## src/rtl/instr_fetch_if.sv

```systemverilog
// Bundle of the instruction-memory request/response channel, the redirect
// input and the decode-side valid/ready channel of the fetch stage.
//
// Handshake rule for both valid/ready pairs: a transfer happens on a rising
// edge where valid and ready are both high. The sender keeps valid and its
// payload stable until that edge. The memory response channel has no ready:
// a word is taken on every edge where imem_resp_valid is high.
interface instr_fetch_if;
  logic        imem_req_valid;
  logic        imem_req_ready;
  logic [31:0] imem_req_addr;
  logic        imem_resp_valid;
  logic [31:0] imem_resp_data;
  logic        redirect_valid;
  logic [31:0] redirect_pc;
  logic        if_valid;
  logic        if_ready;
  logic [31:0] if_instr;
  logic [31:0] if_pc;

  // Fetch-stage side.
  modport master (
    output imem_req_valid, imem_req_addr, if_valid, if_instr, if_pc,
    input  imem_req_ready, imem_resp_valid, imem_resp_data,
    input  redirect_valid, redirect_pc, if_ready
  );

  // Environment side: instruction memory, branch unit and decode.
  modport slave (
    input  imem_req_valid, imem_req_addr, if_valid, if_instr, if_pc,
    output imem_req_ready, imem_resp_valid, imem_resp_data,
    output redirect_valid, redirect_pc, if_ready
  );
endinterface

```

## src/rtl/instr_fetch.sv

```systemverilog
// Instruction fetch stage. Keeps the fetch PC, issues word requests while
// credits remain (in-flight plus buffered words below QDEPTH), tags in-order
// responses with their PC into a small FIFO and hands {pc, instr} to decode.
// A redirect flushes the FIFO and counts the in-flight responses that must
// be dropped when they arrive.
module instr_fetch #(
  parameter logic [31:0] RESET_PC = 32'h0000_0000,
  parameter int          QDEPTH   = 4
) (
  input  logic          clk,
  input  logic          rst_n,
  instr_fetch_if.master bus
);

  localparam int CW = $clog2(QDEPTH) + 1;
  localparam int PW = $clog2(QDEPTH);
  localparam logic [CW:0] DEPTH_C = (CW + 1)'(QDEPTH);

  logic [31:0]   fetch_pc_q, fetch_pc_d;
  logic [31:0]   resp_pc_q, resp_pc_d;
  logic [CW-1:0] inflight_q, inflight_d;
  logic [CW-1:0] discard_q, discard_d;
  logic [CW-1:0] count_q, count_d;
  logic [PW-1:0] rd_ptr_q, rd_ptr_d;
  logic [PW-1:0] wr_ptr_q, wr_ptr_d;
  logic [31:0]   instr_mem_q [QDEPTH];
  logic [31:0]   pc_mem_q    [QDEPTH];

  logic          req_fire;
  logic          resp_push;
  logic          pop;
  logic [CW:0]   credit_used;
  logic [31:0]   redirect_aligned;
  logic          unused_redirect_lsbs;

  // The low two bits of a redirect target are ignored: fetch is word aligned.
  assign redirect_aligned     = {bus.redirect_pc[31:2], 2'b00};
  assign unused_redirect_lsbs = ^bus.redirect_pc[1:0];

  // Request credit uses only registered counters, so there is no path from
  // if_ready or imem_resp_valid to imem_req_valid.
  assign credit_used        = {1'b0, inflight_q} + {1'b0, count_q};
  assign bus.imem_req_valid = rst_n && !bus.redirect_valid && (credit_used < DEPTH_C);
  assign bus.imem_req_addr  = fetch_pc_q;

  assign req_fire  = bus.imem_req_valid && bus.imem_req_ready;
  assign pop       = (count_q != '0) && bus.if_ready && !bus.redirect_valid;
  assign resp_push = bus.imem_resp_valid && (discard_q == '0) && !bus.redirect_valid;

  // Decode sees the FIFO head straight from registered storage and pointer.
  assign bus.if_valid = (count_q != '0);
  assign bus.if_instr = instr_mem_q[rd_ptr_q];
  assign bus.if_pc    = pc_mem_q[rd_ptr_q];

  // Next-state for PCs, credit counters and FIFO pointers; redirect wins.
  always_comb begin
    fetch_pc_d = fetch_pc_q;
    resp_pc_d  = resp_pc_q;
    inflight_d = inflight_q;
    discard_d  = discard_q;
    count_d    = count_q;
    rd_ptr_d   = rd_ptr_q;
    wr_ptr_d   = wr_ptr_q;
    if (bus.redirect_valid) begin
      // No request can fire this cycle; a response arriving now is dropped
      // here, every other outstanding response is dropped on arrival.
      fetch_pc_d = redirect_aligned;
      resp_pc_d  = redirect_aligned;
      inflight_d = inflight_q - CW'(bus.imem_resp_valid);
      discard_d  = inflight_q - CW'(bus.imem_resp_valid);
      count_d    = '0;
      rd_ptr_d   = '0;
      wr_ptr_d   = '0;
    end else begin
      if (req_fire) begin
        fetch_pc_d = fetch_pc_q + 32'd4;
      end
      inflight_d = inflight_q + CW'(req_fire) - CW'(bus.imem_resp_valid);
      if (bus.imem_resp_valid && (discard_q != '0)) begin
        discard_d = discard_q - CW'(1);
      end
      if (resp_push) begin
        resp_pc_d = resp_pc_q + 32'd4;
        wr_ptr_d  = wr_ptr_q + PW'(1);
      end
      if (pop) begin
        rd_ptr_d = rd_ptr_q + PW'(1);
      end
      count_d = count_q + CW'(resp_push) - CW'(pop);
    end
  end

  // Control state registers.
  always_ff @(posedge clk) begin
    if (!rst_n) begin
      fetch_pc_q <= RESET_PC;
      resp_pc_q  <= RESET_PC;
      inflight_q <= '0;
      discard_q  <= '0;
      count_q    <= '0;
      rd_ptr_q   <= '0;
      wr_ptr_q   <= '0;
    end else begin
      fetch_pc_q <= fetch_pc_d;
      resp_pc_q  <= resp_pc_d;
      inflight_q <= inflight_d;
      discard_q  <= discard_d;
      count_q    <= count_d;
      rd_ptr_q   <= rd_ptr_d;
      wr_ptr_q   <= wr_ptr_d;
    end
  end

  // FIFO storage; cleared on reset so the idle head reads as zero.
  always_ff @(posedge clk) begin
    if (!rst_n) begin
      for (int i = 0; i < QDEPTH; i++) begin
        instr_mem_q[i] <= '0;
        pc_mem_q[i]    <= '0;
      end
    end else if (resp_push) begin
      instr_mem_q[wr_ptr_q] <= bus.imem_resp_data;
      pc_mem_q[wr_ptr_q]    <= resp_pc_q;
    end
  end

endmodule

```

## src/flat_wrapper.sv

```systemverilog
// flat-port wrapper written by rule: the top's interface ports become plain ports
module instr_fetch_flat 
#(
  parameter logic [31:0] RESET_PC = 32'h0000_0000,
  parameter int          QDEPTH   = 4
)
  (clk, rst_n, bus_imem_req_valid, bus_imem_req_addr, bus_if_valid, bus_if_instr, bus_if_pc, bus_imem_req_ready, bus_imem_resp_valid, bus_imem_resp_data, bus_redirect_valid, bus_redirect_pc, bus_if_ready);
  instr_fetch_if bus_i ();
  input  logic clk;
  input  logic rst_n;
  output wire logic [$bits(bus_i.imem_req_valid)-1:0] bus_imem_req_valid;
  output wire logic [$bits(bus_i.imem_req_addr)-1:0] bus_imem_req_addr;
  output wire logic [$bits(bus_i.if_valid)-1:0] bus_if_valid;
  output wire logic [$bits(bus_i.if_instr)-1:0] bus_if_instr;
  output wire logic [$bits(bus_i.if_pc)-1:0] bus_if_pc;
  input wire logic [$bits(bus_i.imem_req_ready)-1:0] bus_imem_req_ready;
  input wire logic [$bits(bus_i.imem_resp_valid)-1:0] bus_imem_resp_valid;
  input wire logic [$bits(bus_i.imem_resp_data)-1:0] bus_imem_resp_data;
  input wire logic [$bits(bus_i.redirect_valid)-1:0] bus_redirect_valid;
  input wire logic [$bits(bus_i.redirect_pc)-1:0] bus_redirect_pc;
  input wire logic [$bits(bus_i.if_ready)-1:0] bus_if_ready;
  assign bus_imem_req_valid = bus_i.imem_req_valid;
  assign bus_imem_req_addr = bus_i.imem_req_addr;
  assign bus_if_valid = bus_i.if_valid;
  assign bus_if_instr = bus_i.if_instr;
  assign bus_if_pc = bus_i.if_pc;
  assign bus_i.imem_req_ready = bus_imem_req_ready;
  assign bus_i.imem_resp_valid = bus_imem_resp_valid;
  assign bus_i.imem_resp_data = bus_imem_resp_data;
  assign bus_i.redirect_valid = bus_redirect_valid;
  assign bus_i.redirect_pc = bus_redirect_pc;
  assign bus_i.if_ready = bus_if_ready;
  instr_fetch #(.RESET_PC(RESET_PC), .QDEPTH(QDEPTH)) u_core (.clk(clk), .rst_n(rst_n), .bus(bus_i));
endmodule
```

## config.mk

```make
export PLATFORM = sky130hd
export DESIGN_NAME = instr_fetch_flat
export DESIGN_NICKNAME = d
export VERILOG_FILES = /design/src/rtl/instr_fetch_if.sv /design/src/rtl/instr_fetch.sv /design/src/flat_wrapper.sv
export SDC_FILE = /design/constraint.sdc
export NUM_CORES = 1
export LEC_CHECK = 0
export BUFFER_PORTS_ARGS = -buffer_cell sky130_fd_sc_hd__clkbuf_2
export CAP_MARGIN = 20
export CORE_ASPECT_RATIO = 1.2
export CORE_UTILIZATION = 40
export DETAILED_ROUTE_END_ITERATION = 16
export GPL_TIMING_DRIVEN = 0
export HOLD_SLACK_MARGIN = 0.02
export SYNTH_ARGS = -nofsm -noshare
export SYNTH_HDL_FRONTEND = slang
export SYNTH_SLANG_ARGS = --single-unit
```

## constraint.sdc

```tcl
create_clock -name clk -period 8.3 [get_ports clk]
set_input_delay 0 -clock clk [delete_from_list [all_inputs] [get_ports clk]]
set_output_delay 0 -clock clk [all_outputs]
set_load 0.02 [all_outputs]
```

==> results of run 1 <==
## metrics by stage
step | std cells | total power (uW) | hold WS [ns] | setup WS (ns) | utilization [%]
2_1_floorplan | 1185 | 2140 | 0.159 | 0.589 | -
3_3_place_gp | 1825 | 2310 | 0.285 | -4.78 | 44.3
3_5_place_dp | 1845 | 2320 | 0.293 | 5.22 | 45.0
4_1_cts | 1974 | 3900 | 0.0312 | 5.19 | 49.8
5_1_grt | 1974 | 3990 | 0.0864 | 5.03 | 49.8
6_report | 1974 | 3870 | 0.0473 | 5.19 | 49.8
## cell type report
type	count	area (um^2)	share of cell area, %
plain buffers	99	432	2.30
clock buffers	44	972	5.18
clock inverters	19	173	0.920
inverters	16	60.1	0.320
multi-input cells	747	5870	31.3
flip-flops and latches	323	8950	47.7
well taps	480	601	3.20
repair buffers	246	1710	9.11
## worst max-delay path, delay by kind of cell, from the launching register on
kind	cells	cell delay, ns
xor+xnor	2	0.34
buf+inv	2	0.68
fa+ha+maj	3	0.71
compound gates	1	0.12
flops	1	0.41
simple gates	3	0.74
## state kept, by name, indices dropped and copies added (netlist names), named ones only
| signal | flops |
|---|---|
| u_core.instr_mem_q | 128 |
| u_core.rd_ptr_q | 2 |
| u_core.wr_ptr_q | 2 |
| u_core.bus.imem_req_addr | 30 |
| u_core.inflight_q | 3 |
| u_core.resp_pc_q | 30 |
| u_core.pc_mem_q | 120 |
| u_core.discard_q | 3 |
| u_core.count_q | 3 |
## power by group through the flow
| stage | clock network (uW) | logic [uW] | registers (uW) |
|---|---|---|---|
| 6_report | 1560 | 427 | 1880 |
| 3_3_place_gp | 0 | 380 | 1930 |
| 2_1_floorplan | 0 | 229 | 1920 |
| 3_5_place_dp | 0 | 403 | 1910 |
| 5_1_grt | 1640 | 459 | 1890 |
| 4_1_cts | 1590 | 429 | 1880 |
## layout by cell type, fill, tap and decap left out, drive strengths merged, types with 13 or more instances in the layout
cell type	Yosys	final
a21oi	17	17
a31oi	27	27
and2	192	192
and3	70	70
and4	14	14
buf	28	48
clkbuf	71	275
dfxtp	75	75
dlygate4sd3	0	66
edfxtp	248	248
inv	16	18
mux4	62	62
nand2	50	50
nand3	28	28
nand4	25	25
nor2	23	23
nor4	15	15
o211ai	13	13
o21ai	42	42
or3	15	15
or4	18	18
xnor2	16	16
## logic make-up after synthesis
family / Yosys count / synth area share, %
flops: 323 / 58.6
buf+inv: 115 / 3.22
compound gates: 150 / 6.49
simple gates: 494 / 19.9
xor+xnor: 22 / 1.26
fa+ha+maj: 14 / 1.25
mux: 63 / 9.22
other cells: 1 / 0.0246
## routing by layer
layer,wire length [um],vias to the layer above,track usage (%)
met2,20500,417,37.2
met3,2530,59,3.02
li1,-,5104,-
met5,0,-,0
met4,873,0,6.67
met1,16800,5292,26.2
## final timing paths
| check | slack (ns) | start | end | cells past startpoint |
|---|---|---|---|---|
| setup / recovery | 5.19 | u_core.inflight_q[2] | u_core.inflight_q[2] | 11 |
| hold / removal | 0.05 | bus_imem_req_ready | u_core.bus.imem_req_addr[4] | 5 |
| setup reg to reg | 5.19 | u_core.inflight_q[2] | u_core.inflight_q[2] | 11 |
| hold reg to reg | 0.53 | u_core.rd_ptr_q[1] | flip-flop | 2 |
## repair_timing
action                    4_1_cts  5_1_grt
hold buffers                   66        0
gates resized for setup         0        0
hold endpoints to repair      193        0
==> run_results.csv, run 1 <==
group,metric,value,unit
worst_setup_path,path_cells,"ha_1 -> nor4b_4 -> nand3_2 -> inv_1 -> buf_2 -> ha_1 -> fa_1 -> xor2_1 -> o21ai_0 -> xnor2_1 -> nor2_1",
synth,synth-edff-count,248,
synth,ys_types,68,
route,drcViolationCount,0,
sta,grt_setup_unrepaired,"no",
placement,place_congestion,0.858,
synth,async_reset_ff_share,0,%
global_route,antenna_found_initial,0,
outcome,status,"finished, final reports clean",
synth,synthTopCellsByArea,"edfxtp_1 49%, dfxtp_1 9.8%, mux4_2 9.1%",
synth,avgSynthCellArea,12.9,um^2
die,die_x,180,um
worst_setup_path,slowest_stage,"dfxtp_1",
route,routedWlPerCell,20.6,um
synth,yosys_most_used_dff,"edfxtp_1",
synth,ys_seq_area_share,58.6,%
route,antenna_left,0,
route,vias,10900,
global_route,track_usage,20.9,%
global_route,grt_pass1_wl,62400,um
sta,finalCriticalPeriod,3.11,ns
synth,netlist_area,0.0153,mm^2
placement,place_area,0.0170,mm^2
job,drv_cap,0,
route,via_per_inst,5.51,
clocking,root_buffer,"clkbuf_16",
clocking,cts_tree,"done",
worst_setup_path,critPathMaxFanout,10,
clocking,cts.htree.levels,2,
sta,final.setup_skew,0.0112,ns
final_layout,fillCellCount,3348,
final_layout,drive_gt1_share,22.8,%
synth,syn_inst,1182,
die,num_io_pins,168,
die,core_region_area,0.0377,mm^2
placement,io_buffers,160,
die,fp.dieH,216,um
global_route,grt_overflow,0,
sta,setup_viol,0,
power_and_ir_drop,ir_drop,0.104,mV
clocking,post-cts-setup-buffers,0,
power_and_ir_drop,leakagePower,0.00720,uW
route,drt_iter0_drc,811,
power_and_ir_drop,p_sw_share,24.6,%
synth,synthTopCellsByCount,"248 x edfxtp_1, 192 x and2_1, 75 x dfxtp_1",
power_and_ir_drop,internal_power,2920,uW
power_and_ir_drop,combinationalPowerShare,11.0,%
clocking,clk_latency,0.52,ns
route,finalWirelength,40700,um
die,rows,78,
die,dieArea,0.0389,mm^2
worst_setup_path,crit_top_cell,"ha_1",
worst_setup_path,setup.worst_path.start_class,"flip-flop",
synth,ys_ff_latch,323,
synth,synth_top_area_share,48.8,%
power_and_ir_drop,p_switching,951,uW
worst_setup_path,crit_path_end_kind,"flip-flop",
power_and_ir_drop,power_frac_clock,40.4,%
final_layout,nNetsFinal,1553,
synth,synth_largest_area_cell,"edfxtp_1",
worst_setup_path,cp.arrival,3.50,ns
power_and_ir_drop,pwr-share-seq,48.6,%
global_route,grt_max_degree,44,
synth,synth_warnings,0,
global_route,grt_pass1_vias,11000,
clocking,clockBufferDepth,3,
clocking,numClockSinks,323,
route,drt_pre_antenna_iters,5,
power_and_ir_drop,power_density,206,mW/mm^2
final_layout,antennaDiodeCount,0,
worst_setup_path,required,8.69,ns
hold_path,hold_class,"input pin to flip-flop",
sta,fmax,322,MHz
sta,finalHoldViolCount,0,
synth,synth_most_common_cell,"edfxtp_1",
sta,finalMaxSlewViolations,0,
sta,finalSetupTns,0,ns
sta,slew_headroom,33.7,%
final_layout,final_area,0.0188,mm^2
clocking,cts_buffers,36,
worst_setup_path,max_stage_delay,0.41,ns
clocking,clk_pin_slew,0.06,ns
die,start_util,40.5,%
sta,tightest_slew,0.995,ns
placement,dp_hpwl,28000,um
worst_setup_path,crit_type,"flip-flop to flip-flop",
sta,finalCritPeriodShare,37.5,%
final_layout,syn2layout_area_growth,23.0,%
Power figures use the tool's default switching activity.
==> inputs of run 2 (changes only) <==
- clock period: 8.3 -> 3.19 ns (I/O delays scaled with it)
==> run 2 against run 1 <==
Net effect:
- critical path depth unchanged
- critical path type unchanged
- worst hold slack lost 0.014 ns
- critical endpoint unchanged
- highest routed layer unchanged
- count of clock-buffer cells in the layout is 9 higher
==> run_results.csv, run 2 (synthesis results as in run 1) <==
group,metric,value,unit
outcome,status,"finished, final reports clean",
sta,finalHoldViolCount,0,
route,antenna_left,0,
final_layout,antennaDiodeCount,0,
route,vias,10800,
sta,finalMaxSlewViolations,0,
global_route,grt_max_degree,57,
route,via_per_inst,5.49,
clocking,cts_buffers,36,
sta,final.setup_skew,0.0130,ns
power_and_ir_drop,leakagePower,0.00717,uW
power_and_ir_drop,ir_drop,0.324,mV
die,start_util,40.5,%
clocking,clockBufferDepth,3,
clocking,clk_pin_slew,0.06,ns
sta,whs,0.0336,ns
route,drt_iter0_drc,692,
die,num_io_pins,168,
route,drcViolationCount,0,
sta,finalCritPeriodShare,93.3,%
placement,dp_cells,1842,
final_layout,largestRegisters,"u_core.instr_mem_q: 128 flops, u_core.pc_mem_q: 120 flops",
global_route,grt_overflow,0,
placement,place_congestion,0.864,
route,routedWlPerCell,20.6,um
power_and_ir_drop,power_density,528,mW/mm^2
sta,setup_viol,0,
worst_setup_path,max_stage_delay,0.43,ns
die,core_region_area,0.0377,mm^2
sta,fmax,336,MHz
global_route,grt_pass1_wl,62400,um
final_layout,largest_reg_flops,128,
final_layout,nNetsFinal,1549,
worst_setup_path,critPathBufInv,2,
final_layout,syn2layout_area_growth,23.1,%
worst_setup_path,slowest_stage,"nor4b_4",
die,rows,78,
worst_setup_path,setup.worst_path.start_class,"flip-flop",
sta,finalSetupTns,0,ns
clocking,cts_tree,"done",
power_and_ir_drop,p_total,9920,uW
final_layout,drive_gt1_share,22.7,%
route,drt_pre_antenna_iters,5,
sta,tightest_slew,0.993,ns
worst_setup_path,required,3.57,ns
worst_setup_path,path_cells,"ha_1 -> nor4b_4 -> nand3_4 -> clkinvlp_4 -> buf_2 -> ha_1 -> fa_1 -> xor2_1 -> o21ai_0 -> xnor2_1 -> nor2_1",
worst_setup_path,cp.arrival,3.36,ns
sta,finalCriticalPeriod,2.98,ns
job,drv_cap,0,
hold_path,hold_class,"input pin to flip-flop",
worst_setup_path,critPathMaxFanout,10,
sta,fin_ws,0.213,ns
worst_setup_path,crit_type,"flip-flop to flip-flop",
die,die_x,180,um
die,dieArea,0.0389,mm^2
worst_setup_path,crit_top_cell,"ha_1",
sta,slew_headroom,33.8,%
route,finalWirelength,40600,um
final_layout,multi_input_area,0.00590,mm^2
global_route,antenna_found_initial,0,
final_layout,fillCellCount,3317,
final_layout,regMostFlops,"u_core.instr_mem_q",
final_layout,seq_area,0.00895,mm^2
clocking,numClockSinks,323,
clocking,clk_latency,0.52,ns
placement,place_ws,0.0703,ns
placement,dp_hpwl,28100,um
sta,grt_setup_unrepaired,"no",
final_layout,final_common_cell,"edfxtp_1",
worst_setup_path,cp_top_family,"adder cells",
final_layout,layout_common_cells,"248 x edfxtp_1, 192 x and2_1, 160 x clkbuf_2",
worst_setup_path,crit_path_end_kind,"flip-flop",
die,fp.dieH,216,um
final_layout,stdcell_count,1971,
placement,io_buffers,160,
clocking,root_buffer,"clkbuf_16",
global_route,track_usage,20.9,%
clocking,post-cts-setup-buffers,0,
clocking,cts.htree.levels,2,
global_route,grt_pass1_vias,10900,
## run 2: area by class of cell
| type | instances | area share [%] |
|---|---|---|
| clock inverters | 11 | 0.486 |
| flip-flops and latches | 323 | 47.6 |
| plain buffers | 99 | 2.30 |
| multi-input cells | 747 | 31.4 |
| repair buffers | 242 | 9.27 |
| inverters | 16 | 0.340 |
| well taps | 480 | 3.20 |
| clock buffers | 53 | 5.35 |
## run 2: worst paths after layout
path	from	end	slack, ns	cells after the start
worst min register to register	u_core.rd_ptr_q[1]	u_core.rd_ptr_q[1]	0.54	2
worst min-delay path	bus_redirect_valid	u_core.resp_pc_q[29]	0.03	4
worst max register to register	u_core.inflight_q[2]	u_core.inflight_q[2]	0.21	11
worst max-delay path	u_core.inflight_q[2]	u_core.inflight_q[2]	0.21	11
## run 2: layer usage
metal  track usage [%]  share of wire, %  vias to the layer above  routed length [um]
li1                  -                 -                     5086                   -
met1              26.8                43                     5341               17300
met2              37.2                51                      339               20700
met3              2.53               4.3                       61                1760
met4              5.90               2.2                        0                 881
met5                 0                 0                        -                   0
## run 2: metrics by stage
stage | util (%) | area [um^2]
detailed placement | 45.2 | 17000
floorplan | - | 15300
global placement | 44.4 | 16700
global route | 49.9 | 18800
CTS | 49.8 | 18800
finish | 49.9 | 18800
## run 2: worst register-to-register path: stages, from the launching register on
cell        delay, ns
dfxtp_1          0.41
ha_1             0.31
nor4b_4          0.43
nand3_4          0.22
clkinvlp_4       0.23
buf_2            0.30
ha_1             0.25
fa_1             0.20
xor2_1           0.06
o21ai_0          0.23
xnor2_1          0.15
nor2_1           0.05
## run 2: where the power goes
| part | internal [uW] | switching (uW) |
|---|---|---|
| sequential | 4750 | 142 |
| clock | 2280 | 1620 |
| combinational | 442 | 682 |
| total | 7470 | 2450 |
## run 2: what timing repair did
| action | in CTS | in global routing |
|---|---|---|
| gates resized for setup | 0 | 2 |
| endpoints found under the setup margin | 0 | 1 |
| hold endpoints to repair | 193 | 0 |
| hold buffers | 65 | 0 |
